$ cat src/rtl/fifo_wr_arbiter.sv
// fifo_wr_arbiter
//   Round-robin arbiter sharing the single write port of a synchronous FIFO
//   between NREQ producers. One producer owns the port at a time and may
//   write a burst of up to MAX_BURST beats before the grant rotates.
//   Handover to the next requester happens in the release cycle, so there
//   is no idle bubble between owners.
//
//   Optional build macro: FIFO_ARB_WM_EN
//     defined   : writes are also blocked once fifo_cnt >= AF_LEVEL
//     undefined : only fifo_full blocks writes (fifo_cnt, AF_LEVEL unused)
//
// Handshake: producer i holds req[i] and din[i] stable until ack[i]; a beat
//   transfers in any cycle where ack[i]=1. wr is asserted exactly with the
//   accepted beat and data_in carries that producer's word.
//
// Ports:
//   clk        rising-edge clock
//   rst        synchronous reset, active-low
//   req        per-producer level request
//   din        packed producer data, din[i*DW +: DW] = producer i
//   gnt        registered one-hot grant (all-zero when idle)
//   ack        beat accepted from producer i this cycle
//   busy       1 while a producer owns the port (FSM state visible here)
//   fifo_full  FIFO full flag
//   fifo_cnt   FIFO occupancy
//   wr         FIFO write strobe
//   data_in    FIFO write data
module fifo_wr_arbiter #(
   parameter int NREQ      = 4,
   parameter int DW        = 8,
   parameter int CW        = 4,
   parameter int MAX_BURST = 4,
   parameter int AF_LEVEL  = 6
) (
   input  logic               clk,
   input  logic               rst,
   input  logic [NREQ-1:0]    req,
   input  logic [NREQ*DW-1:0] din,
   output logic [NREQ-1:0]    gnt,
   output logic [NREQ-1:0]    ack,
   output logic               busy,
   input  logic               fifo_full,
   input  logic [CW-1:0]      fifo_cnt,
   output logic               wr,
   output logic [DW-1:0]      data_in
);

   localparam int OW = (NREQ > 1) ? $clog2(NREQ) : 1;

   localparam logic [0:0] ST_IDLE = 1'b0;
   localparam logic [0:0] ST_OWN  = 1'b1;

   localparam logic [3:0]    LAST_BEAT = 4'(MAX_BURST - 1);
   localparam logic [OW-1:0] LAST_REQ  = OW'(NREQ - 1);

   logic [0:0]    state;
   logic [OW-1:0] owner;
   logic [OW-1:0] ptr;
   logic [3:0]    beat_cnt;

   logic          block;
   logic          owner_req;
   logic          beat;
   logic          release_own;
   logic [OW-1:0] owner_next;
   logic [OW-1:0] arb_start;
   logic          arb_found;
   logic [OW-1:0] arb_win;
   int            arb_idx;

`ifdef FIFO_ARB_WM_EN
   // Throttle at the watermark so a registered writer downstream never overruns.
   assign block = fifo_full || (fifo_cnt >= CW'(AF_LEVEL));
`else
   logic unused_wm;
   assign block     = fifo_full;
   assign unused_wm = ^{fifo_cnt, CW'(AF_LEVEL)};
`endif

   assign owner_req   = req[owner];
   // rst gates the beat so wr/ack drop the moment reset is asserted.
   assign beat        = rst && (state == ST_OWN) && owner_req && !block;
   // A dropped request (no beat possible) or the final beat ends ownership.
   assign release_own = (state == ST_OWN) &&
                        (!owner_req || (beat && (beat_cnt == LAST_BEAT)));
   assign owner_next  = (owner == LAST_REQ) ? '0 : owner + OW'(1);

   // Circular search; on release it starts just past the old owner, so the
   // old owner is re-granted only when nobody else is requesting.
   assign arb_start = release_own ? owner_next : ptr;

   always_comb begin
      arb_found = 1'b0;
      arb_win   = '0;
      arb_idx   = 0;
      for (int k = 0; k < NREQ; k++) begin
         arb_idx = int'(arb_start) + k;
         if (arb_idx >= NREQ) arb_idx = arb_idx - NREQ;
         if (!arb_found && req[arb_idx]) begin
            arb_found = 1'b1;
            arb_win   = OW'(arb_idx);
         end
      end
   end

   assign wr      = beat;
   assign ack     = beat ? (NREQ'(1) << owner) : '0;
   assign busy    = (state == ST_OWN);
   assign data_in = (state == ST_OWN) ? din[int'(owner)*DW +: DW] : '0;

   always_ff @(posedge clk) begin
      if (!rst) begin
         state    <= ST_IDLE;
         gnt      <= '0;
         owner    <= '0;
         ptr      <= '0;
         beat_cnt <= '0;
      end else begin
         case (state)
            ST_IDLE: begin
               if (arb_found) begin
                  state <= ST_OWN;
                  owner <= arb_win;
                  gnt   <= NREQ'(1) << arb_win;
               end
            end
            default: begin
               if (release_own) begin
                  ptr      <= owner_next;
                  beat_cnt <= '0;
                  if (arb_found) begin
                     owner <= arb_win;
                     gnt   <= NREQ'(1) << arb_win;
                  end else begin
                     state <= ST_IDLE;
                     gnt   <= '0;
                  end
               end else if (beat) begin
                  beat_cnt <= beat_cnt + 4'd1;
               end
            end
         endcase
      end
   end

endmodule

$ cat config.mk
export PLATFORM = sky130hd
export DESIGN_NAME = fifo_wr_arbiter
export DESIGN_NICKNAME = d
export VERILOG_FILES = /design/src/rtl/fifo_wr_arbiter.sv
export SDC_FILE = /design/constraint.sdc
export NUM_CORES = 1
export LEC_CHECK = 0
export ABC_AREA = 1
export BUFFER_PORTS_ARGS = -buffer_cell sky130_fd_sc_hd__buf_2
export CAP_MARGIN = 40
export CORE_ASPECT_RATIO = 0.9
export CORE_MARGIN = 10
export CORE_UTILIZATION = 50
export CTS_BUF_LIST = sky130_fd_sc_hd__clkbuf_8
export CTS_CLUSTER_SIZE = 20
export DETAILED_ROUTE_END_ITERATION = 6
export PLACE_DENSITY = 0.93
export SLEW_MARGIN = 20
export SYNTH_ARGS = -nofsm -noshare
export SYNTH_HDL_FRONTEND = slang
export SYNTH_SLANG_ARGS = --single-unit
$ cat constraint.sdc
create_clock -name clk -period 2.9 [get_ports clk]
set_clock_uncertainty 0.15 [all_clocks]
set_input_delay 0 -clock clk [delete_from_list [all_inputs] [get_ports clk]]
set_output_delay 0 -clock clk [all_outputs]
set_load 0.05 [all_outputs]
### Word level (Yosys, flattened, before mapping)

Cells that the tools add are included.
W data, S select, Z words.

| operators by class | value |
|---|---|
| add/subtract/negate cells | 9 |
| multipliers | 0 |
| divide/modulo/power cells | 0 |
| order comparisons | 9 |
| equal/unequal tests | 3 |
| shift-type cells | 3 |
| muxes and demuxes | 42 |
| bitwise operators | 0 |
| reduce and logical (&&, ||, !) cells | 18 |

Operators by type and width:

| operator | count |
|---|---|
| $lt A32 B4 Y1 const B | 4 |
| $mux W32 | 4 |
| $shiftx A32 B6 Y8 | 1 |
| $mux W4 | 7 |
| $mux W2 | 9 |
| $mux W1 | 16 |
| $sub A3 B3 Y4 const B | 3 |
| $bmux W1 S2 | 5 |
| $ge A3 B3 Y1 const B | 3 |
| $logic_and A1 B1 Y1 | 8 |
| $mux W8 | 1 |
| $shl A1 B2 Y4 const A | 2 |
| $add A2 B2 Y3 const B | 2 |
| $logic_not A1 Y1 | 5 |
| $add A4 B1 Y4 const B | 1 |
| $eq A4 B2 Y1 const B | 1 |
| $reduce_and A2 Y1 | 2 |
| $reduce_bool A2 Y1 | 2 |
| $sub A2 B3 Y4 const B | 1 |
| $add A2 B1 Y3 const B | 1 |
| $ge A2 B3 Y1 const B | 1 |
| $lt A2 B3 Y1 const B | 1 |
| $add A2 B1 Y2 const B | 1 |
| $eq A2 B2 Y1 const B | 1 |
| other kinds (2) | 2 |

| storage, ports and cells | value |
|---|---|
| register bits after elaboration | 13 |
| latch bits | 0 |
| memory bits (writable) | 0 |
| bits in read-only memories | 0 |
| input bits | 43 |
| output and inout bits | 18 |
| word-level logic and storage cells | 89 |
| memories | 0 |

### Logic depth before layout (Yosys ltp)

Gate-level depths: netlist of the first run.

| depth | value |
|---|---|
| word-level depth | 27 |
| mapped depth | 22 |
| depth with buffers taken out | 21 |

### Least setup slack after synthesis of the first run

OpenSTA, ideal clock, no wires.

| timing path | value |
|---|---|
| path kind | register to output |
| start | reg state (netlist: busy) |
| end | out ack[0] |
| arrival | 3.016 ns |
| data required time | 2.750 ns |
| slack | -0.266 ns |
| cell stages (with the launch flop) | 6 |
| buffers on the path | 1 |
| cells stage by stage | dfxtp_1 > buf_6 > nand2_4 > nor3_1 > inv_1 > nor2_1 |

| between the ends | value |
|---|---|
| word-level cells in the longest chain between the ends | 4 |

Ends and longest elaborated chain:

| element | line | RTL |
|---|---|---|
| from (decl) | 56 | `logic [0:0] state;` |
| from (signal assigned) | 113 | `state <= ST_IDLE;` |
| from (signal assigned) | 122 | `state <= ST_OWN;` |
| from (signal assigned) | 135 | `state <= ST_IDLE;` |
| $logic_and A1 B1 Y1 (3 in series) | 82 | `assign beat = rst && (state == ST_OWN) && owner_req && !block;` |
| net wr | 44 | `output logic wr,` |
| $mux W4 | 107 | `assign ack = beat ? (NREQ'(1) << owner) : '0;` |
| to (decl) | 40 | `output logic [NREQ-1:0] ack,` |

The timed path passes the listed nets, and every way through them passes these cells.

### Worst setup path in the final report of the first run

| timing path | value |
|---|---|
| start | reg owner[0] |
| end | reg owner[0] |

| between the ends | value |
|---|---|
| word-level cells in the longest chain between the ends | 26 |
| elaborated cells on any way between the ends | 57 |
| classes of those cells | add/sub (8); order compare (4); eq/ne (2); mux (31); reduce/logical (12) |

Ends and longest elaborated chain:

| element | line | RTL |
|---|---|---|
| from (decl) | 57 | `logic [OW-1:0] owner;` |
| from (signal assigned) | 123 | `owner <= arb_win;` |
| from (signal assigned) | 132 | `owner <= arb_win;` |
| branches (longest 26 deep; another with $sub A3 B3 Y4) | -- |  |

Several ways; the timed one is not identified. The select of a mux whose other input is x is not followed.
A chain may end at the register's enable or synchronous reset.

==> results of run 1 <==
[area by class of cell]
class | count | share of cell area
Inverter | 28 | 0.0589
Clock inverter | 1 | 0.00208
Timing Repair Buffer | 61 | 0.177
Tap cell | 40 | 0.0277
Sequential cell | 13 | 0.144
Multi-Input combinational cell | 197 | 0.567
Clock buffer | 3 | 0.0229
[cells by family after synthesis]
logic type | Yosys count
AOI/OAI and AO/OA | 39
xor gates and xnor gates | 1
adders and majority gates | 5
buffers and inverters | 35
DFF | 13
and+or+nand+nor | 152
[state kept, by name, indices dropped and copies added, names as in the netlist]
register,flops
beat_cnt,4
busy,1
owner,2
gnt,4
ptr,2
[worst max-delay path, delay by kind of cell, from the launching register on]
family | cells | cell delay [ns]
AO/OA/AOI/OAI | 3 | 0.38
buffers and inverters | 2 | 0.34
flip-flops | 1 | 0.36
AND/OR/NAND/NOR | 11 | 1.18
[worst paths after layout]
path,startpoint,end,slack [ns],depth (start not counted)
setup / recovery,owner[0],owner[0],0.36,16
hold / removal,fifo_full,beat_cnt[1],0.05,6
setup reg to reg,owner[0],owner[0],0.36,16
hold reg to reg,gnt[2],gnt[2],0.31,2
[what timing repair did]
action / 4_1_cts / 5_1_grt
hold endpoints to repair: 3 / 0
hold buffers: 1 / 0
gates resized for setup: 0 / 0
[per-layer routing]
metal	GRT usage	up-vias	wire length [um]	part of all wire
li1	-	891	-	-
met1	0.157	706	1720	0.44
met2	0.234	58	1720	0.44
met3	0.0720	4	445	0.11
met4	0.0309	0	34	0.0087
met5	0	-	0	0
[report_power, final]
group	switching (mW)	internal (mW)	leakage, nW
sequential	0.0314	0.220	0.106
combinational	0.899	0.390	0.844
clock	0.0638	0.0934	0.0269
total	0.994	0.703	0.977
[synthesized netlist by cell type, drive strengths merged]
| cell | n | share of area |
|---|---|---|
| o21bai | 1 | 0.013 |
| nand3b | 1 | 0.0052 |
| a21oi | 18 | 0.062 |
| buf | 5 | 0.035 |
| xnor2 | 1 | 0.0061 |
| inv | 25 | 0.065 |
| o21ai | 20 | 0.069 |
| nor2 | 51 | 0.14 |
| clkinv | 3 | 0.0087 |
| ha | 5 | 0.043 |
| nand2 | 75 | 0.25 |
| clkbuf | 2 | 0.0052 |
| dfxtp | 13 | 0.18 |
| nor3 | 1 | 0.0035 |
| nand4 | 1 | 0.0043 |
| nand3 | 23 | 0.11 |
[metrics by stage]
step	cell area (sq um)	std cells	hold WS (ns)
2_1_floorplan	1450	245	-0.0408
3_3_place_gp	1750	338	0.152
3_5_place_dp	1750	338	0.160
4_1_cts	1810	343	0.0497
5_1_grt	1810	343	0.105
6_report	1810	343	0.0504
==> impl_metrics.xml, run 1 <==
<?xml version="1.0" encoding="UTF-8"?>
<metrics>
  <group name="global_route">
    <metric name="first_global_vias" unit="">1529</metric>
    <metric name="final_global_route_overflow_total" unit="">0</metric>
    <metric name="first_pass_grt_wire_length" unit="um">6640</metric>
    <metric name="antenna_violations_before_repair" unit="">0</metric>
    <metric name="grt_start_max_net_pins" unit="">21</metric>
    <metric name="aggregate_global_route_resource_usage" unit="">0.140</metric>
  </group>
  <group name="timing">
    <metric name="report.final.hold_viol_count" unit="">0</metric>
    <metric name="worst_slack" unit="ns">0.356</metric>
    <metric name="report.final.setup_viol" unit="">0</metric>
    <metric name="final.min_clock_period" unit="ns">2.54</metric>
    <metric name="rsz_0062_raised_after_global_routing" unit="">no</metric>
    <metric name="timing_worst_slew_pin_value" unit="ns">0.285</metric>
    <metric name="fmaxAchievable" unit="MHz">393</metric>
    <metric name="drv_slew" unit="">0</metric>
    <metric name="finalCritPeriodShare" unit="">0.877</metric>
    <metric name="totalNegativeSetupSlack" unit="ns">0</metric>
    <metric name="timing.max_slew.rel_slack" unit="">0.809</metric>
  </group>
  <group name="synth">
    <metric name="ys_warn_count" unit="">0</metric>
    <metric name="xor_and_xnor_fraction_of_the_mapped_netlist_area" unit="">0.00607</metric>
    <metric name="yosysSeqAreaShare" unit="">0.180</metric>
    <metric name="syn-cell-area" unit="sq um">1440</metric>
    <metric name="synth-compound-area-share" unit="">0.145</metric>
    <metric name="synth-adder-area-share" unit="">0.0433</metric>
    <metric name="post_synth_mux_area_share" unit="">0</metric>
    <metric name="post_synth_inst_count" unit="">245</metric>
    <metric name="synth.avg_cell_area" unit="sq um">5.89</metric>
    <metric name="synth_nets" unit="">293</metric>
    <metric name="synth_top_family_by_area" unit="">simple AND/OR/NAND/NOR gates</metric>
    <metric name="synthSimpleGateAreaFrac" unit="">0.512</metric>
    <metric name="count_of_different_cell_masters_after_synthesis" unit="">24</metric>
    <metric name="postSynthRegisterBits" unit="">13</metric>
  </group>
  <group name="final_layout">
    <metric name="regArea" unit="sq um">260</metric>
    <metric name="multi_input_area" unit="sq um">1020</metric>
    <metric name="most-common-layout-cells" unit="">sky130_fd_sc_hd__buf_2 (56), sky130_fd_sc_hd__nand2_1 (53), sky130_fd_sc_hd__nor2_1 (48)</metric>
    <metric name="drive_above_1_share" unit="">0.330</metric>
    <metric name="num_antenna_cells" unit="">0</metric>
    <metric name="number_of_nets_in_the_layout" unit="">352</metric>
    <metric name="filler_cells_inserted" unit="">283</metric>
    <metric name="layout-area-overhead-vs-synth" unit="%">25.1</metric>
    <metric name="layout.core_utilization" unit="">0.658</metric>
    <metric name="most_common_library_cell_in_the_layout_ignoring_fill_and_taps" unit="">sky130_fd_sc_hd__buf_2</metric>
  </group>
  <group name="worst_setup_path">
    <metric name="critPathArrivalTime" unit="ns">2.52</metric>
    <metric name="crit_path_end_kind" unit="">flip-flop</metric>
    <metric name="crit_fanout" unit="">20</metric>
    <metric name="crit_chain" unit="">inv_2 -&gt; nand2_1 -&gt; nand3_2 -&gt; nand3_4 -&gt; nand2_4 -&gt; nand2_2 -&gt; nand2_2 -&gt; nand2_1 -&gt; nand2_1 -&gt; nand2_1 -&gt; nand2_4 -&gt; nand3_4 -&gt; o21bai_4 -&gt; inv_1 -&gt; o21ai_0 -&gt; a21oi_1</metric>
    <metric name="worst-endpoint-required" unit="ns">2.88</metric>
    <metric name="timing.setup.critical_path_class" unit="">reg -&gt; reg</metric>
    <metric name="startpoint_type" unit="">flip-flop</metric>
    <metric name="slowest_delay" unit="ns">0.36</metric>
    <metric name="crit_path_frequent_cell" unit="">sky130_fd_sc_hd__nand2_1</metric>
    <metric name="cp_slowest_cell" unit="">sky130_fd_sc_hd__dfxtp_1</metric>
  </group>
  <group name="clock_tree">
    <metric name="cts-root-buf" unit="">sky130_fd_sc_hd__clkbuf_8</metric>
    <metric name="htree_levels" unit="">1</metric>
    <metric name="tritoncts" unit="">yes</metric>
    <metric name="cts.repair_timing.setup_buffer_count" unit="">0</metric>
    <metric name="clock_latency_late_sink" unit="ns">0.24</metric>
    <metric name="cts-buffers-inserted" unit="">3</metric>
    <metric name="cts_buffer_depth" unit="">2</metric>
    <metric name="cts.sinks" unit="">13</metric>
    <metric name="clock_input_transition_at_the_sequential_cells_of_the_worst_setup_and_hold_paths" unit="ns">0.06</metric>
  </group>
  <group name="routing">
    <metric name="drc" unit="">0</metric>
    <metric name="post_drt_wl_per_cell" unit="um">11.4</metric>
    <metric name="drt-pass1-iter-count" unit="">4</metric>
    <metric name="antenna_violating_nets_post_route" unit="">0</metric>
    <metric name="drt-initial-drc-count" unit="">105</metric>
    <metric name="vias_per_cell" unit="">4.84</metric>
    <metric name="num_vias" unit="">1659</metric>
    <metric name="routed_wl" unit="um">3920</metric>
  </group>
  <group name="placement">
    <metric name="finalWeightedCongestion" unit="">0.842</metric>
    <metric name="detailed_place_hpwl" unit="um">3250</metric>
    <metric name="port-buffer-count" unit="">56</metric>
    <metric name="placement.setup.worst_slack" unit="ns">0.366</metric>
  </group>
  <group name="floorplan">
    <metric name="top_ports" unit="">61</metric>
    <metric name="fp.dieArea" unit="sq um">5440</metric>
    <metric name="die_height" unit="um">71.0</metric>
    <metric name="die_x" unit="um">76.6</metric>
    <metric name="core_area" unit="sq um">2750</metric>
    <metric name="std_cell_rows" unit="">18</metric>
    <metric name="start_util" unit="">0.526</metric>
  </group>
  <group name="power_and_ir_drop">
    <metric name="power_density" unit="nW/um^2">939</metric>
    <metric name="p_leak" unit="nW">0.977</metric>
    <metric name="design_power_total" unit="mW">1.70</metric>
    <metric name="power.ir.vdd_worst" unit="mV">0.421</metric>
  </group>
  <group name="outcome">
    <metric name="result_of_the_run" unit="">complete, no violations</metric>
  </group>
  <group name="run">
    <metric name="maxCapViolations" unit="">0</metric>
  </group>
  <group name="hold_path">
    <metric name="min-delay-path-class" unit="">in -&gt; reg</metric>
  </group>
</metrics>
Power figures use the tool's default switching activity.
==> run 2, diff against run 1 <==
Settings changed: CELL_PAD_IN_SITES_DETAIL_PLACEMENT set to 0, CELL_PAD_IN_SITES_GLOBAL_PLACEMENT set to 1, CORE_UTILIZATION 50 to 32, PLACE_DENSITY 0.93 to 0.92.
==> run 2 against run 1 <==
Net effect: non-clock buffer count unchanged; sequential share of layout area down 0.16 points; final area up 1.6%; worst setup slack better by 0.029 ns; register-to-register slack better by 0.03 ns; routed wire length up 3.7%; sequential power up 2%; via count down 1.5%; die area up 40%; combinational power about the same; highest routed layer unchanged.
==> impl_metrics.xml, run 2 (synthesis gave the netlist of run 1 again) <==
<?xml version="1.0" encoding="UTF-8"?>
<metrics>
  <group name="timing">
    <metric name="drv_slew" unit="">0</metric>
    <metric name="worst_slack" unit="ns">0.386</metric>
    <metric name="totalNegativeSetupSlack" unit="ns">0</metric>
    <metric name="finalCritPeriodShare" unit="">0.867</metric>
    <metric name="timing.max_slew.rel_slack" unit="">0.807</metric>
    <metric name="final.min_clock_period" unit="ns">2.51</metric>
    <metric name="timing_worst_slew_pin_value" unit="ns">0.288</metric>
    <metric name="report.final.setup_viol" unit="">0</metric>
    <metric name="report.final.hold_viol_count" unit="">0</metric>
    <metric name="timing.hold.ws" unit="ns">0.0497</metric>
    <metric name="rsz_0062_raised_after_global_routing" unit="">no</metric>
    <metric name="fmaxAchievable" unit="MHz">398</metric>
  </group>
  <group name="final_layout">
    <metric name="number_of_nets_in_the_layout" unit="">352</metric>
    <metric name="most-common-layout-cells" unit="">sky130_fd_sc_hd__buf_2 (56), sky130_fd_sc_hd__nand2_1 (53), sky130_fd_sc_hd__nor2_1 (48)</metric>
    <metric name="num_antenna_cells" unit="">0</metric>
    <metric name="drive_above_1_share" unit="">0.333</metric>
    <metric name="top_regs" unit="">beat_cnt x4, gnt x4</metric>
    <metric name="layout-area-overhead-vs-synth" unit="%">27.1</metric>
    <metric name="most_common_library_cell_in_the_layout_ignoring_fill_and_taps" unit="">sky130_fd_sc_hd__buf_2</metric>
    <metric name="instances_no_fill" unit="">365</metric>
  </group>
  <group name="global_route">
    <metric name="grt.met3_usage" unit="">0.0558</metric>
    <metric name="antenna_violations_before_repair" unit="">0</metric>
    <metric name="first_pass_grt_wire_length" unit="um">7440</metric>
    <metric name="groute.layer.met2.usage" unit="">0.177</metric>
    <metric name="final_global_route_overflow_total" unit="">0</metric>
    <metric name="grtUsageMet1" unit="">0.132</metric>
    <metric name="aggregate_global_route_resource_usage" unit="">0.111</metric>
    <metric name="first_global_vias" unit="">1713</metric>
    <metric name="grt_busiest_layer" unit="">met2</metric>
    <metric name="grt_start_max_net_pins" unit="">17</metric>
  </group>
  <group name="worst_setup_path">
    <metric name="ff2ff_path_depth" unit="">19</metric>
    <metric name="critPathArrivalTime" unit="ns">2.53</metric>
    <metric name="cp_slowest_cell" unit="">sky130_fd_sc_hd__dfxtp_1</metric>
    <metric name="crit_family" unit="">simple AND/OR/NAND/NOR gates</metric>
    <metric name="worstReg2RegStart" unit="">beat_cnt[0]</metric>
    <metric name="timing.setup.critical_path_class" unit="">reg -&gt; reg</metric>
    <metric name="slowest_delay" unit="ns">0.38</metric>
    <metric name="regToRegSetupSlack" unit="ns">0.39</metric>
    <metric name="crit_fanout" unit="">12</metric>
    <metric name="crit_chain" unit="">ha_1 -&gt; nand2_1 -&gt; nor2_1 -&gt; nand2_2 -&gt; nand3_4 -&gt; nand2_4 -&gt; nand2_2 -&gt; nand2_2 -&gt; nand2_1 -&gt; nand2_1 -&gt; nand2_1 -&gt; nand2_2 -&gt; inv_2 -&gt; nand4_1 -&gt; nand2_1 -&gt; nand2_2 -&gt; inv_1 -&gt; nand3_1 -&gt; a21oi_1</metric>
    <metric name="r2r-end" unit="">gnt[2]</metric>
    <metric name="startpoint_type" unit="">flip-flop</metric>
    <metric name="worst-endpoint-required" unit="ns">2.92</metric>
    <metric name="critical_path_buf_inv_count" unit="">2</metric>
    <metric name="crit_path_end_kind" unit="">flip-flop</metric>
  </group>
  <group name="placement">
    <metric name="detailed_place_hpwl" unit="um">3290</metric>
    <metric name="placement.setup.worst_slack" unit="ns">0.304</metric>
    <metric name="port-buffer-count" unit="">56</metric>
    <metric name="finalWeightedCongestion" unit="">0.799</metric>
    <metric name="place_inst" unit="">360</metric>
  </group>
  <group name="hold_path">
    <metric name="hold_path.startpoint" unit="">fifo_full</metric>
    <metric name="hold_depth" unit="">6</metric>
    <metric name="hold_path_sink" unit="">beat_cnt[3]</metric>
    <metric name="min-delay-path-class" unit="">in -&gt; reg</metric>
  </group>
  <group name="clock_tree">
    <metric name="cts-root-buf" unit="">sky130_fd_sc_hd__clkbuf_8</metric>
    <metric name="cts.repair_timing.setup_buffer_count" unit="">0</metric>
    <metric name="cts-buffers-inserted" unit="">3</metric>
    <metric name="htree_levels" unit="">1</metric>
    <metric name="clock_latency_late_sink" unit="ns">0.25</metric>
    <metric name="cts.sinks" unit="">13</metric>
    <metric name="cts_buffer_depth" unit="">2</metric>
    <metric name="clock_input_transition_at_the_sequential_cells_of_the_worst_setup_and_hold_paths" unit="ns">0.06</metric>
    <metric name="tritoncts" unit="">yes</metric>
  </group>
  <group name="routing">
    <metric name="antenna_violating_nets_post_route" unit="">0</metric>
    <metric name="num_vias" unit="">1634</metric>
    <metric name="drt-initial-drc-count" unit="">87</metric>
    <metric name="drt-pass1-iter-count" unit="">4</metric>
    <metric name="drc" unit="">0</metric>
    <metric name="routed_wl" unit="um">4060</metric>
    <metric name="vias_per_cell" unit="">4.48</metric>
    <metric name="post_drt_wl_per_cell" unit="um">11.1</metric>
  </group>
  <group name="power_and_ir_drop">
    <metric name="p_leak" unit="nW">0.977</metric>
    <metric name="power.ir.vdd_worst" unit="mV">0.318</metric>
    <metric name="design_power_total" unit="mW">1.70</metric>
    <metric name="power_density" unit="nW/um^2">925</metric>
  </group>
  <group name="floorplan">
    <metric name="die_x" unit="um">90.8</metric>
    <metric name="core_area" unit="sq um">4400</metric>
    <metric name="fp.dieArea" unit="sq um">7600</metric>
    <metric name="die_height" unit="um">83.7</metric>
    <metric name="std_cell_rows" unit="">23</metric>
    <metric name="start_util" unit="">0.328</metric>
    <metric name="top_ports" unit="">61</metric>
  </group>
  <group name="outcome">
    <metric name="result_of_the_run" unit="">complete, no violations</metric>
  </group>
  <group name="run">
    <metric name="maxCapViolations" unit="">0</metric>
  </group>
</metrics>
run 2: cell count changes in the layout (fill, tap and decap cells not counted):
cell	delta
sky130_fd_sc_hd__dfxtp_1	-1
sky130_fd_sc_hd__dfxtp_2	+1
run 2: worst max-delay path by stage:
stage / from / endpoint / slack (ns) / depth (start not counted)
2_1_floorplan: busy / ack[0] / 0.27 / 5
3_3_place_gp: owner[0] / gnt[0] / 0.34 / 19
3_5_place_dp: owner[0] / gnt[0] / 0.30 / 19
4_1_cts: owner[0] / gnt[3] / 0.28 / 18
5_1_grt: beat_cnt[0] / gnt[0] / 0.04 / 20
6_report: beat_cnt[0] / gnt[2] / 0.39 / 19
run 2: through the flow:
stage / utilization / instance area (sq um)
2_1_floorplan: - / 1450
5_1_grt: 0.417 / 1840
3_5_place_dp: 0.404 / 1780
4_1_cts: 0.417 / 1830
6_report: 0.417 / 1840
3_3_place_gp: 0.404 / 1780
run 2: tightest hold or removal path, cell delays in order:
cell                      delay (ns)
sky130_fd_sc_hd__buf_2          0.11
sky130_fd_sc_hd__nor3_2         0.06
sky130_fd_sc_hd__nand2_1        0.06
sky130_fd_sc_hd__inv_1          0.07
sky130_fd_sc_hd__nand2_1        0.06
sky130_fd_sc_hd__a21oi_1        0.05
run 2: final cells by class:
| cell class | count | area, sq um |
|---|---|---|
| clock buffers | 3 | 41.3 |
| clock inverters | 1 | 3.75 |
| fillers | 474 | 2570 |
| inverters | 28 | 106 |
| multi-input cells | 197 | 1020 |
| flip-flops and latches | 13 | 262 |
| well taps | 62 | 77.6 |
| repair buffers | 61 | 320 |
run 2: where the power goes:
group / internal, mW / switching (mW)
Clock: 0.0936 / 0.0688
Sequential: 0.221 / 0.0345
Combinational: 0.390 / 0.891
run 2: what timing repair did:
item	4_1_cts	5_1_grt
resized for setup	0	1
endpoints found under the setup margin	0	2
hold buffers	1	0
hold endpoints to repair	3	0
run 2: routing by layer:
| layer | up-vias | routed length (um) |
|---|---|---|
| met5 | - | 0 |
| met4 | 0 | 27 |
| met3 | 4 | 447 |
| met2 | 56 | 1690 |
| met1 | 685 | 1900 |
| li1 | 889 | - |
